===== config.mk =====
export PLATFORM = sky130hd
export DESIGN_NAME = ov7670_stream_gen
export DESIGN_NICKNAME = d
export VERILOG_FILES = /design/src/rtl/ov7670_stream_gen.sv
export SDC_FILE = /design/constraint.sdc
export NUM_CORES = 1
export LEC_CHECK = 0
export BUFFER_PORTS_ARGS = -buffer_cell sky130_fd_sc_hd__buf_2
export CAP_MARGIN = 5
export CORE_ASPECT_RATIO = 0.75
export CORE_MARGIN = 2
export CORE_UTILIZATION = 55
export CTS_BUF_LIST = sky130_fd_sc_hd__clkbuf_8
export CTS_CLUSTER_DIAMETER = 150
export DETAILED_ROUTE_END_ITERATION = 10
export PLACE_DENSITY = 0.82
export SLEW_MARGIN = 40
export SYNTH_ARGS = -nofsm -noshare
export SYNTH_HDL_FRONTEND = slang
export SYNTH_SLANG_ARGS = --single-unit

===== constraint.sdc =====
create_clock -name clk -period 8.4 [get_ports clk]
set_input_delay 0.84 -clock clk [delete_from_list [all_inputs] [get_ports clk]]
set_output_delay 0.84 -clock clk [all_outputs]
set_load 0.1 [all_outputs]

===== src/rtl/ov7670_stream_gen.sv =====
// ov7670_stream_gen: OV7670-style camera stream generator (v_sync/href/RGB565 bytes).
// One byte per clk. Optional build macro STREAM_GEN_BARS_EN swaps the x/y
// gradient pattern for 8 vertical colour bars; frame timing is unchanged.
// All outputs are registered: next values are computed from the next
// state/counters and loaded on the same edge as the state itself.
module ov7670_stream_gen #(
  parameter int unsigned H_ACTIVE    = 320,
  parameter int unsigned V_ACTIVE    = 240,
  parameter int unsigned H_BLANK     = 144,
  parameter int unsigned VSYNC_LINES = 3,
  parameter int unsigned V_BACK      = 17,
  parameter int unsigned V_FRONT     = 10
) (
  input  logic       clk,
  input  logic       reset,
  input  logic       en,
  output logic       v_sync,
  output logic       href,
  output logic [7:0] data,
  output logic       busy,
  output logic [7:0] frame_cnt
);

  localparam int unsigned L  = 2 * H_ACTIVE + H_BLANK;
  localparam int unsigned HW = $clog2(L);
  localparam int unsigned LW = $clog2(VSYNC_LINES + V_BACK + V_ACTIVE + V_FRONT + 1);

  localparam logic [2:0] IDLE   = 3'd0;
  localparam logic [2:0] VSYNC  = 3'd1;
  localparam logic [2:0] VBACK  = 3'd2;
  localparam logic [2:0] ACTIVE = 3'd3;
  localparam logic [2:0] VFRONT = 3'd4;

  logic [2:0]    state, state_n;
  logic [HW-1:0] h_cnt, h_n;
  logic [LW-1:0] line_cnt, line_n;
  logic [LW-1:0] last_line;
  logic          last_h;
  logic [7:0]    frame_n;
  logic          v_sync_n, href_n, busy_n;
  logic [7:0]    data_n;
  logic [8:0]    x;
  logic [15:0]   pix;

  // Next-state, byte counter, line counter and frame counter
  always_comb begin
    state_n   = state;
    h_n       = h_cnt;
    line_n    = line_cnt;
    frame_n   = frame_cnt;
    last_h    = (h_cnt == HW'(L - 1));
    last_line = '0;
    case (state)
      VSYNC:   last_line = LW'(VSYNC_LINES - 1);
      VBACK:   last_line = LW'(V_BACK - 1);
      ACTIVE:  last_line = LW'(V_ACTIVE - 1);
      VFRONT:  last_line = LW'(V_FRONT - 1);
      default: last_line = '0;
    endcase
    if (state == IDLE) begin
      h_n    = '0;
      line_n = '0;
      if (en) state_n = VSYNC;
    end else begin
      h_n = last_h ? '0 : h_cnt + HW'(1);
      if (last_h) begin
        if (line_cnt == last_line) begin
          line_n = '0;
          case (state)
            VSYNC:  state_n = VBACK;
            VBACK:  state_n = ACTIVE;
            ACTIVE: state_n = VFRONT;
            VFRONT: begin
              frame_n = frame_cnt + 8'd1;
              state_n = en ? VSYNC : IDLE;
            end
            default: state_n = IDLE;
          endcase
        end else begin
          line_n = line_cnt + LW'(1);
        end
      end
    end
  end

  // Pixel colour for the byte about to be emitted
`ifdef STREAM_GEN_BARS_EN
  logic [2:0] bar;
  always_comb begin
    x   = 9'(h_n >> 1);
    bar = 3'(x / 9'(H_ACTIVE / 8));
    pix = 16'h0000;
    case (bar)
      3'd0: pix = 16'hFFFF;
      3'd1: pix = 16'hFFE0;
      3'd2: pix = 16'h07FF;
      3'd3: pix = 16'h07E0;
      3'd4: pix = 16'hF81F;
      3'd5: pix = 16'hF800;
      3'd6: pix = 16'h001F;
      3'd7: pix = 16'h0000;
      default: pix = 16'h0000;
    endcase
  end
`else
  logic [7:0] y;
  always_comb begin
    x   = 9'(h_n >> 1);
    y   = 8'(line_n);
    pix = {x[8:4], y[7:2], x[4:0] ^ y[4:0]};
  end
`endif

  // Next output values derived from the next state and counters
  always_comb begin
    v_sync_n = (state_n == VSYNC);
    busy_n   = (state_n != IDLE);
    href_n   = (state_n == ACTIVE) && (h_n < HW'(2 * H_ACTIVE));
    data_n   = 8'h00;
    if (href_n) data_n = h_n[0] ? pix[7:0] : pix[15:8];
  end

  // State, counters and registered outputs with synchronous reset
  always_ff @(posedge clk) begin
    if (reset) begin
      state     <= IDLE;
      h_cnt     <= '0;
      line_cnt  <= '0;
      frame_cnt <= 8'h00;
      v_sync    <= 1'b0;
      href      <= 1'b0;
      data      <= 8'h00;
      busy      <= 1'b0;
    end else begin
      state     <= state_n;
      h_cnt     <= h_n;
      line_cnt  <= line_n;
      frame_cnt <= frame_n;
      v_sync    <= v_sync_n;
      href      <= href_n;
      data      <= data_n;
      busy      <= busy_n;
    end
  end

endmodule

==> results.cfg <==
[run_status]
outcome = finished, final reports clean

[setup_path]
end_kind = flop
worstSetupStartpointType = flop
cp.arrival_ps = 3480
required_ps = 8600
cp_max_fo = 20
crit_type = flop to flop

[logic_synthesis]
syn_avg_cell_area_sq_um = 8.18
synth_compound_area_share_pct = 14.8
ys_seq_area_share_pct = 38.2
synth_edf_count = 0
syn_area_sq_um = 2150
synth_cell_types = 46
yosysWarningCount = 0
ys_async_sr_fraction_pct = 0
synth_nets = 269
synthMuxAreaShare_pct = 1.51
synth-simple-area-share_pct = 30.7
synth_seq_cells = 41
synthXorXnorAreaFrac_pct = 8.96
netlist_instances = 263
synth_flop_cell = dfxtp_1
yosys.area_share.adder_pct = 1.75
synth_top_family_by_area = simple AND/OR/NAND/NOR gates

[sta]
clock.fmax_mhz = 305
setup_viol = 0
worstMarginPinSlew_ps = 724
final_hold_viol_count = 0
slew_violations = 0
max_slew_margin_pct = 51.4
rsz0062_at_grt = false
min_period_over_period_pct = 39.0
setup-tns-final_ps = 0
period_needed_ps = 3280
finClkSkew_ps = 6.66
whs_ps = 491
timing.final.ws_setup_ps = 5120

[die]
ios = 22
rows = 19
core_sq_um = 3710
fp.dieArea_sq_um = 4430
die_w_microns = 76.2
die_h_microns = 58.2
initial_core_util_pct = 58.0

[grt]
grt_pass1_vias = 1633
grt_pass1_wl_microns = 7820
antenna_found_initial = 0
grt.overflow.total = 0
grt_max_degree = 29
grt_use_total_pct = 22.5

[layout]
drive_above_1_share_pct = 13.5
fin_nets = 279
n_antenna_cell = 0
fin_cells = 326
area_growth_pct = 9.54

[placement]
gp_congestion = 0.878
port_buffers = 21
place_ws_ps = 5150
place_inst = 318
dpl.hpwl_microns = 3240

[detailed_routing]
num_vias = 1888
ant_nets = 0
finalWirelength_microns = 4600
wl_per_cell_microns = 14.1
drtIter0Drc = 174
viasPerCell = 5.79
drc = 0
first_pass_iters = 4

[clocking]
cts_buffer_depth = 2
clock-sinks = 41
cts_setup_buffers = 0
ctsResizeCount = 0
cts_tree = built
cts_root_buf = clkbuf_8
hold_buffers = 0
clk-insertion-delay-late_ps = 310
cts_buffers = 5
cts.clk_slew.worst_paths_ps = 80
htreeDepth = 2

[power]
p_leak_nw = 0.856
total_power_mw = 0.360
peakVddDrop_mv = 0.0899
p_per_area_nw_per_um2 = 153

[run]
maxCapViolations = 0

[worst_hold_path]
worst_hold_path_type = flop to flop
layer usage:
metal / routed length (microns) / up-vias / track usage, % / part of all wire, %
li1: - / 966 / - / -
met1: 2400 / 857 / 32.7 / 52
met2: 1830 / 61 / 29.5 / 40
met5: 0 / - / 0 / 0
met4: 26 / 0 / 5.45 / 0.57
met3: 339 / 4 / 10.9 / 7.4
cell type report:
type	instances	area (sq um)
fill	341	1350
tap	52	65.1
inverter	3	11.3
clock inverter	2	13.8
clock buffer	6	82.6
timing repair buffer	23	120
sequential	41	821
multi-input combinational	199	1240
cell usage after synthesis, types with 3 or more instances:
master	instances	area (sq um)
xor2_1	12	105
and2_1	3	18.8
nor3_1	16	80.1
clkbuf_1	18	67.6
or3_1	7	43.8
nor4_1	8	50.1
nand3_1	14	70.1
nor2b_1	7	43.8
ha_1	3	37.5
nand2_1	19	71.3
a31oi_1	4	25.0
dfxtp_1	41	821
xnor2_1	10	87.6
nor3b_1	3	22.5
a21oi_1	11	55.1
nand4_1	7	43.8
o21ai_0	7	35.0
a22oi_1	4	30.0
nor2_1	32	120
inv_1	3	11.3
final timing paths:
| check | start | cells after the start | endpoint | slack (ps) |
|---|---|---|---|---|
| setup / recovery | h_cnt[0] | 7 | frame_cnt[6] | 5120 |
| hold / removal | frame_cnt[1] | 2 | frame_cnt[1] | 490 |
| setup reg to reg | h_cnt[0] | 7 | frame_cnt[6] | 5120 |
| hold reg to reg | frame_cnt[1] | 2 | frame_cnt[1] | 490 |
registers in the layout, summed over array words and instances, names as in the netlist:
register	count
busy	1
href	1
state	3
v_sync	1
line_cnt	9
data	8
frame_cnt	8
h_cnt	10
stage by stage:
stage	area, sq um	utilization, %
6_report	2360	63.5
4_1_cts	2360	63.5
5_1_grt	2360	63.5
2_1_floorplan	2150	-
3_3_place_gp	2260	60.9
3_5_place_dp	2260	60.9
critical path, cell delays in order (launching register included):
cell and delay [ps]:
dfxtp_1 690, ha_1 350, nand3_1 140, or3_4 500, a2111oi_4 590, nand3_4 190, nor4_1 350, mux2_2 370
report_power, final:
part | internal (mW) | switching [mW] | total (mW)
logic | 0.00736 | 0.0184 | 0.0258
clock network | 0.0665 | 0.0687 | 0.135
registers | 0.196 | 0.00315 | 0.199
kinds of logic after synthesis:
family / count (synthesis)
compound gates: 44
flops: 41
xor+xnor: 22
fa+ha+maj: 3
mux: 3
simple gates: 127
buf+inv: 23
cell usage in the layout (no fill, tap or decap), types with 8 or more instances in the layout:
cell type	n
xor2_1	12
buf_2	21
nand3_1	14
nor3_1	16
nor2_1	32
nor4_1	8
a21oi_1	11
xnor2_1	10
nand2_1	19
dfxtp_1	41
Note: power is estimated with default switching activity, not from simulation.
